--- config.mk ---
export PLATFORM = sky130hd
export DESIGN_NAME = regfile_wb_arbiter
export DESIGN_NICKNAME = d
export VERILOG_FILES = /design/src/rtl/regfile_wb_arbiter.sv
export SDC_FILE = /design/constraint.sdc
export NUM_CORES = 1
export LEC_CHECK = 0
export CAP_MARGIN = 25
export CORE_ASPECT_RATIO = 1.2
export CORE_MARGIN = 1.5
export CORE_UTILIZATION = 31
export DETAILED_ROUTE_END_ITERATION = 6
export PLACE_DENSITY = 0.66
export SLEW_MARGIN = 30
export SYNTH_ARGS = -nofsm -noshare
export SYNTH_HDL_FRONTEND = slang
export SYNTH_SLANG_ARGS = --single-unit
--- constraint.sdc ---
create_clock -name i_clk -period 4.55 [get_ports i_clk]
set_clock_uncertainty 0.2 [all_clocks]
set_input_delay 1.1375 -clock i_clk [delete_from_list [all_inputs] [get_ports i_clk]]
set_output_delay 1.1375 -clock i_clk [all_outputs]
set_load 0.005 [all_outputs]
--- src/rtl/regfile_wb_arbiter.sv ---
// ---------------------------------------------------------------------------
// regfile_wb_arbiter
//
// Purpose:
//   Owns the single write port of the register file. After reset it sweeps
//   zero into every register (x0..x{REG_COUNT-1}), one per cycle. It then
//   round-robin arbitrates between two writeback sources: A (ALU result) and
//   B (load result). All write-port outputs are registered at posedge, so
//   they are stable when the register file samples them at the next negedge.
//
// Ports:
//   i_clk        clock; all state changes on posedge
//   i_reset      synchronous, active-high reset
//   i_a_valid    source A has a write pending
//   o_a_ready    source A granted this cycle (combinational)
//   i_a_rd       source A destination register
//   i_a_data     source A write data
//   i_b_valid    source B has a write pending
//   o_b_ready    source B granted this cycle (combinational)
//   i_b_rd       source B destination register
//   i_b_data     source B write data
//   o_init_done  high once the clear sweep has completed (registered)
//   o_wb_we      register-file write enable (registered)
//   o_wb_rd      register-file write index (registered)
//   o_wb_data    register-file write data (registered)
// ---------------------------------------------------------------------------
module regfile_wb_arbiter #(
  parameter int XLEN      = 64,
  parameter int REG_COUNT = 32,
  parameter int ADDR_W    = 5
) (
  input  logic              i_clk,
  input  logic              i_reset,
  input  logic              i_a_valid,
  output logic              o_a_ready,
  input  logic [ADDR_W-1:0] i_a_rd,
  input  logic [XLEN-1:0]   i_a_data,
  input  logic              i_b_valid,
  output logic              o_b_ready,
  input  logic [ADDR_W-1:0] i_b_rd,
  input  logic [XLEN-1:0]   i_b_data,
  output logic              o_init_done,
  output logic              o_wb_we,
  output logic [ADDR_W-1:0] o_wb_rd,
  output logic [XLEN-1:0]   o_wb_data
);

  typedef enum logic {
    ST_INIT = 1'b0,
    ST_ARB  = 1'b1
  } state_t;

  // Index of the final register written by the clear sweep.
  localparam logic [ADDR_W-1:0] LAST_IDX = ADDR_W'(REG_COUNT - 1);

  // r_lastGrant encoding: 0 = source A won most recently, 1 = source B.
  localparam logic GRANT_A = 1'b0;
  localparam logic GRANT_B = 1'b1;

  state_t            r_state;
  state_t            w_nextState;
  logic [ADDR_W-1:0] r_initPtr;
  logic              r_lastGrant;
  logic              r_initDone;
  logic              r_wbWe;
  logic [ADDR_W-1:0] r_wbRd;
  logic [XLEN-1:0]   r_wbData;

  logic              w_grantA;
  logic              w_grantB;
  logic              w_nextWe;
  logic [ADDR_W-1:0] w_nextRd;
  logic [XLEN-1:0]   w_nextData;
  logic              w_nextDone;
  logic              w_sweepLast;

  assign w_sweepLast = (r_initPtr == LAST_IDX);

  // State register.
  always_ff @(posedge i_clk) begin
    if (i_reset) begin
      r_state <= ST_INIT;
    end else begin
      r_state <= w_nextState;
    end
  end

  // Next-state logic: the sweep hands over to arbitration on its last write,
  // and arbitration is only left through reset.
  always_comb begin
    w_nextState = r_state;
    if (r_state == ST_INIT && w_sweepLast) begin
      w_nextState = ST_ARB;
    end
  end

  // Output logic: grants plus the values the write port registers next edge.
  // Grants are gated by reset so nothing can be accepted while it is high.
  // On a tie the source that did not win last time is granted.
  always_comb begin
    w_grantA   = 1'b0;
    w_grantB   = 1'b0;
    w_nextWe   = 1'b0;
    w_nextRd   = r_wbRd;
    w_nextData = r_wbData;
    w_nextDone = r_initDone;
    if (r_state == ST_INIT) begin
      w_nextWe   = 1'b1;
      w_nextRd   = r_initPtr;
      w_nextData = '0;
      if (w_sweepLast) begin
        w_nextDone = 1'b1;
      end
    end else if (!i_reset) begin
      w_grantA = i_a_valid && (!i_b_valid || r_lastGrant == GRANT_B);
      w_grantB = i_b_valid && (!i_a_valid || r_lastGrant == GRANT_A);
      // A write to x0 is accepted but suppressed so x0 stays zero.
      if (w_grantA) begin
        w_nextWe   = (i_a_rd != '0);
        w_nextRd   = i_a_rd;
        w_nextData = i_a_data;
      end else if (w_grantB) begin
        w_nextWe   = (i_b_rd != '0);
        w_nextRd   = i_b_rd;
        w_nextData = i_b_data;
      end
    end
  end

  // Datapath registers: sweep pointer, fairness history and the write port.
  always_ff @(posedge i_clk) begin
    if (i_reset) begin
      r_initPtr   <= '0;
      r_lastGrant <= GRANT_B;
      r_initDone  <= 1'b0;
      r_wbWe      <= 1'b0;
      r_wbRd      <= '0;
      r_wbData    <= '0;
    end else begin
      if (r_state == ST_INIT) begin
        r_initPtr <= r_initPtr + 1'b1;
      end
      if (w_grantA) begin
        r_lastGrant <= GRANT_A;
      end else if (w_grantB) begin
        r_lastGrant <= GRANT_B;
      end
      r_initDone <= w_nextDone;
      r_wbWe     <= w_nextWe;
      r_wbRd     <= w_nextRd;
      r_wbData   <= w_nextData;
    end
  end

  assign o_a_ready   = w_grantA;
  assign o_b_ready   = w_grantB;
  assign o_init_done = r_initDone;
  assign o_wb_we     = r_wbWe;
  assign o_wb_rd     = r_wbRd;
  assign o_wb_data   = r_wbData;

endmodule

==> flow_results.xml, run 1 <==
<?xml version="1.0" encoding="UTF-8"?>
<metrics>
  <group name="outcome">
    <metric name="run_status" unit="">finished, final reports clean</metric>
  </group>
  <group name="synth">
    <metric name="netlist.area_leader.share" unit="%">41.0</metric>
    <metric name="postSynthRegisterBits" unit="">77</metric>
    <metric name="synth.net_count" unit="">586</metric>
    <metric name="synth_cells" unit="">442</metric>
    <metric name="synth_largest_area_cell" unit="">dfxtp_1</metric>
    <metric name="most_frequently_used_cell_type_in_the_post_synthesis_netlist" unit="">dfxtp_1</metric>
    <metric name="synth_top_flop_cell" unit="">dfxtp_1</metric>
    <metric name="synthArstFlopShare" unit="%">0</metric>
    <metric name="synth-warning-count" unit="">0</metric>
    <metric name="seq_area_frac_synth" unit="%">41.0</metric>
    <metric name="synth_area_leaders" unit="">dfxtp_1 (41%), a211oi_1 (13%), nor2b_1 (11%)</metric>
    <metric name="synth_edf_count" unit="">0</metric>
    <metric name="synth.cells.most_frequent" unit="">dfxtp_1 (77), nor2b_1 (68), a211oi_1 (66)</metric>
    <metric name="post_synth_instance_area" unit="mm2">0.00376</metric>
    <metric name="ys_types" unit="">32</metric>
    <metric name="syn-mean-instance-area" unit="um2">8.51</metric>
  </group>
  <group name="global_routing">
    <metric name="grt_use_met3" unit="%">5.44</metric>
    <metric name="groute.layer.met1.usage" unit="%">23.4</metric>
    <metric name="overflow" unit="">0</metric>
    <metric name="grt_pass1_vias" unit="">4098</metric>
    <metric name="globalRoute.busiestLayer" unit="">met2</metric>
    <metric name="grt.total_usage" unit="%">20.6</metric>
    <metric name="grt_pass1_wl" unit="mm">21.0</metric>
    <metric name="grt_max_degree" unit="">69</metric>
    <metric name="globalRouteMet2Util" unit="%">36.8</metric>
    <metric name="antenna_found_initial" unit="">0</metric>
  </group>
  <group name="sta">
    <metric name="rsz0062_at_grt" unit="">no</metric>
    <metric name="setup_viol_count_final" unit="">0</metric>
    <metric name="clock.fmax" unit="MHz">263</metric>
    <metric name="report.final.hold_viol_count" unit="">0</metric>
    <metric name="maxSlewHeadroom" unit="%">47.8</metric>
    <metric name="setup_ws" unit="ns">0.745</metric>
    <metric name="totalNegativeSetupSlack" unit="ns">0</metric>
    <metric name="final-max-slew-violation-count" unit="">0</metric>
    <metric name="period_needed" unit="ns">3.81</metric>
    <metric name="timing_worst_slew_pin_value" unit="ns">0.782</metric>
    <metric name="final.period_utilization" unit="%">83.6</metric>
    <metric name="hold_slack" unit="ns">0.308</metric>
  </group>
  <group name="pwr">
    <metric name="p_total" unit="mW">1.69</metric>
    <metric name="powerDensity" unit="mW/mm2">272</metric>
    <metric name="vdd.ir_drop.worst" unit="mV">0.143</metric>
    <metric name="leakagePower" unit="nW">2.15</metric>
  </group>
  <group name="floorplan">
    <metric name="floorplan.die.height" unit="um">124</metric>
    <metric name="fp.dieW" unit="um">104</metric>
    <metric name="floorplan.initialDensity" unit="%">32.2</metric>
    <metric name="pin_count" unit="">215</metric>
    <metric name="die_area" unit="mm2">0.0128</metric>
    <metric name="core_footprint" unit="mm2">0.0117</metric>
    <metric name="fp-row-count" unit="">43</metric>
  </group>
  <group name="finish">
    <metric name="finish.net_count" unit="">772</metric>
    <metric name="share_of_cells_above_drive_strength_1" unit="%">4.58</metric>
    <metric name="utilization" unit="%">53.4</metric>
    <metric name="areaGrowthSynthToFinish" unit="%">65.7</metric>
    <metric name="layout.filler_cells" unit="">1084</metric>
    <metric name="antenna-diode-count" unit="">0</metric>
  </group>
  <group name="worst_setup_path">
    <metric name="r2r_cells" unit="">5</metric>
    <metric name="worst_r2r_startpoint" unit="">r_lastGrant$_SDFFE_PP1P_</metric>
    <metric name="worstPathMaxFanout" unit="">4</metric>
    <metric name="critPathArrivalTime" unit="ns">2.47</metric>
    <metric name="regToRegEndpoint" unit="">o_wb_rd[4]$_SDFFE_PP0P_</metric>
    <metric name="timing.critical_path.required" unit="ns">3.21</metric>
    <metric name="ff2ff_setup_slack" unit="ns">2.59</metric>
    <metric name="crit_path_end" unit="">o_b_ready</metric>
    <metric name="setup.worst_path.class" unit="">input pin to output port</metric>
    <metric name="worst_setup_path_startpoint" unit="">i_reset</metric>
    <metric name="timing.critical_path.from_type" unit="">input pin</metric>
    <metric name="endpoint_kind" unit="">output port</metric>
  </group>
  <group name="detailed_routing">
    <metric name="postRouteAntennaNets" unit="">0</metric>
    <metric name="vias" unit="">4207</metric>
    <metric name="drtIter0Drc" unit="">141</metric>
    <metric name="drc" unit="">0</metric>
    <metric name="drt_first_pass_iters" unit="">5</metric>
    <metric name="drt-total-wl" unit="mm">13.5</metric>
    <metric name="viasPerCell" unit="">5.33</metric>
    <metric name="wl_per_cell" unit="um">17.1</metric>
  </group>
  <group name="job">
    <metric name="max_cap_viol_count" unit="">0</metric>
  </group>
  <group name="placed_design">
    <metric name="dp.final_hpwl" unit="mm">9.11</metric>
    <metric name="setup_slack_placement" unit="ns">0.750</metric>
    <metric name="buffer_ports.inserted" unit="">214</metric>
    <metric name="routabilityCongestion" unit="">0.797</metric>
  </group>
  <group name="clocking">
    <metric name="htree_levels" unit="">3</metric>
    <metric name="clock_tree.root_cell" unit="">clkbuf_16</metric>
    <metric name="numCtsBuffers" unit="">9</metric>
    <metric name="cts.clk_slew.worst_paths" unit="ns">0.06</metric>
    <metric name="cts_resized" unit="">0</metric>
    <metric name="clockBufferDepth" unit="">2</metric>
    <metric name="cts.hold.buffers_added" unit="">0</metric>
    <metric name="clock_network_latency_to_the_later_pin_of_the_worst_skew_pair" unit="ns">0.34</metric>
    <metric name="cts_tree" unit="">done</metric>
    <metric name="clock-sinks" unit="">77</metric>
    <metric name="post_cts_setup_buffer_count" unit="">0</metric>
  </group>
  <group name="hold_path">
    <metric name="timing.hold.worst.class" unit="">flop to flop</metric>
  </group>
</metrics>
==> how the worst min path moves through the flow <==
| stage | startpoint | to | slack, ns | cells past startpoint |
|---|---|---|---|---|
| 2_1_floorplan | r_initPtr[4]$_SDFFE_PP0N_ | o_wb_rd[4]$_SDFFE_PP0P_ | 0.25 | 2 |
| 3_3_place_gp | r_initPtr[0]$_SDFFE_PP0N_ | o_wb_rd[0]$_SDFFE_PP0P_ | 0.29 | 2 |
| 3_5_place_dp | r_initPtr[0]$_SDFFE_PP0N_ | o_wb_rd[0]$_SDFFE_PP0P_ | 0.30 | 2 |
| 4_1_cts | r_initPtr[0]$_SDFFE_PP0N_ | o_wb_rd[0]$_SDFFE_PP0P_ | 0.31 | 2 |
| 5_1_grt | r_initPtr[0]$_SDFFE_PP0N_ | o_wb_rd[0]$_SDFFE_PP0P_ | 0.34 | 2 |
| 6_report | r_initPtr[0]$_SDFFE_PP0N_ | o_wb_rd[0]$_SDFFE_PP0P_ | 0.31 | 2 |
==> critical path: stages <==
cell	delay, ns
clkdlybuf4s50_1	0.42
nand2b_2	0.22
nor2_1	0.18
clkdlybuf4s50_1	0.52
==> per-stage QoR <==
| stage | instances | instance area (um2) |
|---|---|---|
| after floorplan | 442 | 3760 |
| after global placement | 774 | 5920 |
| after detailed placement | 774 | 5920 |
| after CTS | 790 | 6230 |
| after global routing | 790 | 6230 |
| final | 790 | 6230 |
==> cells in the final DEF (no fill, tap or decap), drive strengths merged, types with 4 or more instances in the layout <==
master and n:
a211oi 66, nor2b 68, o22ai 64, clkinv 4, dfxtp 77, clkbuf 10, clkdlybuf4s50 212, nor2 15
buf 10, nand2 9, nor3 65
==> cells by family after synthesis <==
kind of cell / Yosys count / synth area share (%)
and+or+nand+nor: 167 / 24.3
xor gates and xnor gates: 3 / 0.698
buffers and inverters: 47 / 6.39
muxes: 2 / 0.532
DFF: 77 / 41.0
AOI/OAI and AO/OA: 144 / 26.4
adders and majority gates: 2 / 0.665
==> area by class of cell <==
class                           instances  area [um2]  area share [%]
Clock buffer                           10         229            3.67
Clock inverter                          6        87.6            1.40
Multi-Input combinational cell        318        1990            31.8
Sequential cell                        77        1540            24.7
Tap cell                              157         196            3.15
Timing Repair Buffer                  222        2190            35.2
==> routing by layer <==
layer	wire length (um)	vias to the layer above
met5	0	-
met4	395	0
met3	773	28
met2	6830	159
met1	5500	1981
li1	-	2039
==> where the power goes <==
group          total (mW)  switching (mW)  leakage [nW]  internal [mW]
clock network       0.771           0.291         0.156          0.480
logic               0.240          0.0960          1.37          0.144
registers           0.682         0.00356         0.621          0.678
total                1.69           0.391          2.15           1.30
==> sequential cells by signal, summed over array words and instances, names as in the netlist <==
name,count
o_wb_rd,5
r_state,1
r_lastGrant,1
r_initPtr,5
o_wb_we,1
o_wb_data,64
(Power assumes the default switching activity.)
==> run 2: changes to the inputs <==
==> constraint.sdc (replaced) <==
create_clock -name i_clk -period 3.8 [get_ports i_clk]
set_clock_uncertainty 0.2 [all_clocks]
set_input_delay 0.95 -clock i_clk [delete_from_list [all_inputs] [get_ports i_clk]]
set_output_delay 0.95 -clock i_clk [all_outputs]
set_load 0.005 [all_outputs]
==> flow_results.xml, run 2 (synthesis gave the netlist of run 1 again) <==
<?xml version="1.0" encoding="UTF-8"?>
<metrics>
  <group name="outcome">
    <metric name="run_status" unit="">finished, final reports clean</metric>
  </group>
  <group name="placed_design">
    <metric name="setup_slack_placement" unit="ns">0.356</metric>
    <metric name="buffer_ports.inserted" unit="">214</metric>
    <metric name="dp.final_hpwl" unit="mm">8.92</metric>
    <metric name="routabilityCongestion" unit="">0.767</metric>
  </group>
  <group name="floorplan">
    <metric name="pin_count" unit="">215</metric>
    <metric name="die_area" unit="mm2">0.0128</metric>
    <metric name="fp.dieW" unit="um">104</metric>
    <metric name="floorplan.die.height" unit="um">124</metric>
    <metric name="core_footprint" unit="mm2">0.0117</metric>
    <metric name="floorplan.initialDensity" unit="%">32.2</metric>
    <metric name="fp-row-count" unit="">43</metric>
  </group>
  <group name="finish">
    <metric name="layout.cells.most_common_list" unit="">clkdlybuf4s50_1 (212), dfxtp_1 (77), nor2b_1 (68), a211oi_1 (66), nor3_1 (65)</metric>
    <metric name="layout.filler_cells" unit="">1143</metric>
    <metric name="finish.net_count" unit="">773</metric>
    <metric name="share_of_cells_above_drive_strength_1" unit="%">4.74</metric>
    <metric name="largest_reg_flops" unit="">64</metric>
    <metric name="layout.cells.most_common" unit="">clkdlybuf4s50_1</metric>
    <metric name="areaGrowthSynthToFinish" unit="%">64.6</metric>
  </group>
  <group name="detailed_routing">
    <metric name="drc" unit="">0</metric>
    <metric name="postRouteAntennaNets" unit="">0</metric>
    <metric name="vias" unit="">4219</metric>
    <metric name="drtIter0Drc" unit="">145</metric>
    <metric name="drt-total-wl" unit="mm">13.2</metric>
    <metric name="wl_per_cell" unit="um">16.7</metric>
    <metric name="viasPerCell" unit="">5.33</metric>
    <metric name="drt_first_pass_iters" unit="">4</metric>
  </group>
  <group name="sta">
    <metric name="setup_ws" unit="ns">0.361</metric>
    <metric name="final.period_utilization" unit="%">90.5</metric>
    <metric name="maxSlewHeadroom" unit="%">48.2</metric>
    <metric name="totalNegativeSetupSlack" unit="ns">0</metric>
    <metric name="report.final.hold_viol_count" unit="">0</metric>
    <metric name="timing_worst_slew_pin_value" unit="ns">0.777</metric>
    <metric name="period_needed" unit="ns">3.44</metric>
    <metric name="clock.fmax" unit="MHz">291</metric>
    <metric name="setup_viol_count_final" unit="">0</metric>
    <metric name="final-max-slew-violation-count" unit="">0</metric>
    <metric name="rsz0062_at_grt" unit="">no</metric>
  </group>
  <group name="pwr">
    <metric name="powerDensity" unit="mW/mm2">303</metric>
    <metric name="vdd.ir_drop.worst" unit="mV">0.180</metric>
    <metric name="leakagePower" unit="nW">2.13</metric>
  </group>
  <group name="worst_setup_path">
    <metric name="crit_path_end" unit="">o_b_ready</metric>
    <metric name="critPathArrivalTime" unit="ns">2.29</metric>
    <metric name="timing.critical_path.from_type" unit="">input pin</metric>
    <metric name="ff2ff_setup_slack" unit="ns">1.85</metric>
    <metric name="endpoint_kind" unit="">output port</metric>
    <metric name="setup.worst_path.class" unit="">input pin to output port</metric>
    <metric name="worst_r2r_startpoint" unit="">r_lastGrant$_SDFFE_PP1P_</metric>
    <metric name="worstPathMaxFanout" unit="">8</metric>
    <metric name="timing.critical_path.required" unit="ns">2.65</metric>
    <metric name="r2r_cells" unit="">5</metric>
    <metric name="worst_setup_path_startpoint" unit="">i_reset</metric>
    <metric name="regToRegEndpoint" unit="">o_wb_rd[4]$_SDFFE_PP0P_</metric>
  </group>
  <group name="clocking">
    <metric name="clock-sinks" unit="">77</metric>
    <metric name="clockBufferDepth" unit="">2</metric>
    <metric name="clock_network_latency_to_the_later_pin_of_the_worst_skew_pair" unit="ns">0.32</metric>
    <metric name="numCtsBuffers" unit="">9</metric>
    <metric name="cts.clk_slew.worst_paths" unit="ns">0.06</metric>
    <metric name="htree_levels" unit="">3</metric>
    <metric name="cts_resized" unit="">0</metric>
    <metric name="clock_tree.root_cell" unit="">clkbuf_16</metric>
    <metric name="cts.hold.buffers_added" unit="">0</metric>
    <metric name="post_cts_setup_buffer_count" unit="">0</metric>
    <metric name="cts_tree" unit="">done</metric>
  </group>
  <group name="global_routing">
    <metric name="antenna_found_initial" unit="">1</metric>
    <metric name="grt_pass1_wl" unit="mm">20.9</metric>
    <metric name="grt.total_usage" unit="%">20.1</metric>
    <metric name="grt_max_degree" unit="">69</metric>
    <metric name="grt_pass1_vias" unit="">4224</metric>
    <metric name="overflow" unit="">0</metric>
  </group>
  <group name="job">
    <metric name="max_cap_viol_count" unit="">0</metric>
  </group>
  <group name="hold_path">
    <metric name="timing.hold.worst.class" unit="">flop to flop</metric>
  </group>
</metrics>
-- run 2: changes by cell type in the layout (fill, tap and decap cells not counted), sizes merged --
| cell | previous run | this run |
|---|---|---|
| clkinvlp | 0 | 1 |
| diode | 0 | 1 |
| buf | 10 | 11 |
| bufinv | 2 | 0 |
-- run 2: worst min-delay path by stage --
stage	cells after the start	to	start	slack [ns]
floorplan	2	o_wb_rd[4]$_SDFFE_PP0P_	r_initPtr[4]$_SDFFE_PP0N_	0.25
global placement	2	o_wb_rd[0]$_SDFFE_PP0P_	r_initPtr[0]$_SDFFE_PP0N_	0.30
detailed placement	2	o_wb_rd[0]$_SDFFE_PP0P_	r_initPtr[0]$_SDFFE_PP0N_	0.29
CTS	2	o_wb_rd[0]$_SDFFE_PP0P_	r_initPtr[0]$_SDFFE_PP0N_	0.31
global route	2	o_wb_rd[0]$_SDFFE_PP0P_	r_initPtr[0]$_SDFFE_PP0N_	0.32
finish	2	o_wb_rd[0]$_SDFFE_PP0P_	r_initPtr[0]$_SDFFE_PP0N_	0.30
-- run 2: per-layer routing --
metal	vias up	GRT usage (%)	wire [um]
li1	2048	-	-
met4	0	8.59	342
met5	-	0	0
met1	2002	22.9	5340
met3	19	4.03	693
met2	150	37.1	6810
-- run 2: worst max-delay path: stages --
cell             delay [ns]
clkdlybuf4s50_1        0.42
nand2b_2               0.27
nor2_1                 0.14
clkdlybuf4s50_1        0.51
-- run 2: final cells by class --
cell class                      instances  area (um2)  share of cell area (%)
Antenna cell                            1        2.50                  0.0404
Multi-Input combinational cell        318        1990                    32.1
Sequential cell                        77        1540                    24.9
Tap cell                              157         196                    3.17
Clock buffer                           10         239                    3.86
Clock inverter                          5        27.5                   0.444
Timing Repair Buffer                  223        2200                    35.5
-- run 2: stage by stage --
stage / cells / hold slack (ns) / power (mW) / utilization [%] / area [um2]
global route: 791 / 0.325 / 1.95 / 53.1 / 6190
finish: 791 / 0.302 / 1.88 / 53.1 / 6190
global placement: 775 / 0.297 / 1.12 / 50.8 / 5930
floorplan: 442 / 0.253 / 0.939 / - / 3760
detailed placement: 775 / 0.289 / 1.12 / 50.8 / 5930
CTS: 790 / 0.305 / 1.90 / 53.0 / 6190
-- run 2: power by group --
part	switching, mW	internal, mW
clock network	0.324	0.451
registers	0.00422	0.813
logic	0.113	0.173
==> run 3: changes to the inputs <==
--- a/config.mk
+++ b/config.mk
@@ -7,7 +7,7 @@
 export LEC_CHECK = 0
 export CAP_MARGIN = 25
 export CORE_ASPECT_RATIO = 1.2
-export CORE_MARGIN = 1.5
+export CORE_MARGIN = 1
 export CORE_UTILIZATION = 31
 export DETAILED_ROUTE_END_ITERATION = 6
 export PLACE_DENSITY = 0.66
==> flow_results.xml, run 3 (synthesis gave the netlist of run 1 again) <==
<?xml version="1.0" encoding="UTF-8"?>
<metrics>
  <group name="outcome">
    <metric name="run_status" unit="">finished, final reports clean</metric>
  </group>
  <group name="floorplan">
    <metric name="core_footprint" unit="mm2">0.0117</metric>
    <metric name="pin_count" unit="">215</metric>
    <metric name="floorplan.die.height" unit="um">123</metric>
    <metric name="fp.dieW" unit="um">103</metric>
    <metric name="floorplan.initialDensity" unit="%">32.2</metric>
    <metric name="die_area" unit="mm2">0.0126</metric>
    <metric name="fp-row-count" unit="">43</metric>
  </group>
  <group name="clocking">
    <metric name="htree_levels" unit="">3</metric>
    <metric name="cts_resized" unit="">0</metric>
    <metric name="clockBufferDepth" unit="">2</metric>
    <metric name="clock_tree.root_cell" unit="">clkbuf_16</metric>
    <metric name="numCtsBuffers" unit="">9</metric>
    <metric name="cts.clk_slew.worst_paths" unit="ns">0.06</metric>
    <metric name="clock_network_latency_to_the_later_pin_of_the_worst_skew_pair" unit="ns">0.33</metric>
    <metric name="cts_tree" unit="">done</metric>
    <metric name="clock-sinks" unit="">77</metric>
    <metric name="post_cts_setup_buffer_count" unit="">0</metric>
    <metric name="cts.hold.buffers_added" unit="">0</metric>
  </group>
  <group name="detailed_routing">
    <metric name="wl_met1" unit="mm">5.38</metric>
    <metric name="drt-total-wl" unit="mm">13.2</metric>
    <metric name="wl_per_cell" unit="um">16.7</metric>
    <metric name="vias" unit="">4172</metric>
    <metric name="wl_met2" unit="mm">6.70</metric>
    <metric name="drtIter0Drc" unit="">132</metric>
    <metric name="viasPerCell" unit="">5.28</metric>
    <metric name="met3RoutedLength" unit="um">901</metric>
    <metric name="drc" unit="">0</metric>
    <metric name="drt_first_pass_iters" unit="">4</metric>
    <metric name="top_signal_layer_used" unit="">met4</metric>
    <metric name="postRouteAntennaNets" unit="">0</metric>
  </group>
  <group name="placed_design">
    <metric name="dp.final_hpwl" unit="mm">8.75</metric>
    <metric name="routabilityCongestion" unit="">0.737</metric>
    <metric name="buffer_ports.inserted" unit="">214</metric>
    <metric name="placement.cell_area" unit="mm2">0.00592</metric>
    <metric name="dpl.cell_count" unit="">774</metric>
    <metric name="setup_slack_placement" unit="ns">0.375</metric>
  </group>
  <group name="global_routing">
    <metric name="overflow" unit="">0</metric>
    <metric name="grt_pass1_wl" unit="mm">20.1</metric>
    <metric name="grt.total_usage" unit="%">20.3</metric>
    <metric name="grt_pass1_vias" unit="">4109</metric>
    <metric name="antenna_found_initial" unit="">0</metric>
    <metric name="grt_max_degree" unit="">75</metric>
  </group>
  <group name="sta">
    <metric name="final-max-slew-violation-count" unit="">0</metric>
    <metric name="maxSlewHeadroom" unit="%">46.2</metric>
    <metric name="clock.fmax" unit="MHz">292</metric>
    <metric name="report.final.hold_viol_count" unit="">0</metric>
    <metric name="setup_ws" unit="ns">0.375</metric>
    <metric name="final.period_utilization" unit="%">90.1</metric>
    <metric name="rsz0062_at_grt" unit="">no</metric>
    <metric name="period_needed" unit="ns">3.42</metric>
    <metric name="setup_viol_count_final" unit="">0</metric>
    <metric name="hold_slack" unit="ns">0.302</metric>
    <metric name="totalNegativeSetupSlack" unit="ns">0</metric>
    <metric name="timing_worst_slew_pin_value" unit="ns">0.807</metric>
  </group>
  <group name="hold_path">
    <metric name="whs_path_depth" unit="">2</metric>
    <metric name="timing.hold.worst.class" unit="">flop to flop</metric>
  </group>
  <group name="finish">
    <metric name="finish.cell_count_without_fillers" unit="">790</metric>
    <metric name="stdcell_area" unit="mm2">0.00624</metric>
    <metric name="share_of_cells_above_drive_strength_1" unit="%">4.58</metric>
    <metric name="utilization" unit="%">53.5</metric>
    <metric name="areaGrowthSynthToFinish" unit="%">66.0</metric>
    <metric name="finish.net_count" unit="">772</metric>
    <metric name="largest_reg_flops" unit="">64</metric>
    <metric name="layout.cells.most_common_list" unit="">clkdlybuf4s50_1 (212), dfxtp_1 (77), nor2b_1 (68), a211oi_1 (66), nor3_1 (65)</metric>
    <metric name="antenna-diode-count" unit="">0</metric>
    <metric name="layout.cells.most_common" unit="">clkdlybuf4s50_1</metric>
  </group>
  <group name="worst_setup_path">
    <metric name="critPathArrivalTime" unit="ns">2.27</metric>
    <metric name="endpoint_kind" unit="">output port</metric>
    <metric name="timing.critical_path.required" unit="ns">2.65</metric>
    <metric name="timing.critical_path.from_type" unit="">input pin</metric>
    <metric name="setup.worst_path.class" unit="">input pin to output port</metric>
    <metric name="worstPathMaxFanout" unit="">8</metric>
    <metric name="r2r_cells" unit="">5</metric>
  </group>
  <group name="pwr">
    <metric name="vdd.ir_drop.worst" unit="mV">0.201</metric>
    <metric name="p_total" unit="mW">2.04</metric>
    <metric name="leakagePower" unit="nW">2.16</metric>
    <metric name="powerDensity" unit="mW/mm2">326</metric>
  </group>
  <group name="job">
    <metric name="max_cap_viol_count" unit="">0</metric>
  </group>
</metrics>
-- run 3: cell type report --
cell class	count	area [um2]
Multi-Input combinational cell	318	1990
Sequential cell	77	1540
Fill cell	1112	5430
Tap cell	157	196
Clock inverter	4	70.1
Timing Repair Buffer	222	2190
Clock buffer	12	256
-- run 3: power breakdown --
group          switching [mW]  total (mW)  internal (mW)
Clock                   0.327       0.937          0.609
Combinational           0.113       0.285          0.172
Sequential            0.00430       0.817          0.812
Total                   0.445        2.04           1.59
-- run 3: metal layers --
| metal | track usage, % | vias up |
|---|---|---|
| li1 | - | 2034 |
| met3 | 4.16 | 14 |
| met2 | 36.8 | 151 |
| met5 | 0 | - |
| met1 | 23.3 | 1973 |
| met4 | 6.88 | 0 |
-- run 3: worst paths after layout --
path / endpoint / slack [ns] / startpoint
setup / recovery: o_a_ready / 0.38 / i_reset
hold / removal: o_wb_rd[0]$_SDFFE_PP0P_ / 0.30 / r_initPtr[0]$_SDFFE_PP0N_
setup reg to reg: o_wb_rd[2]$_SDFFE_PP0P_ / 1.83 / r_lastGrant$_SDFFE_PP1P_
hold reg to reg: o_wb_rd[0]$_SDFFE_PP0P_ / 0.30 / r_initPtr[0]$_SDFFE_PP0N_
-- run 3: worst max-delay path, stage by stage --
cell	delay, ns
clkdlybuf4s50_1	0.42
nand2b_2	0.27
nor2_1	0.12
clkdlybuf4s50_1	0.51
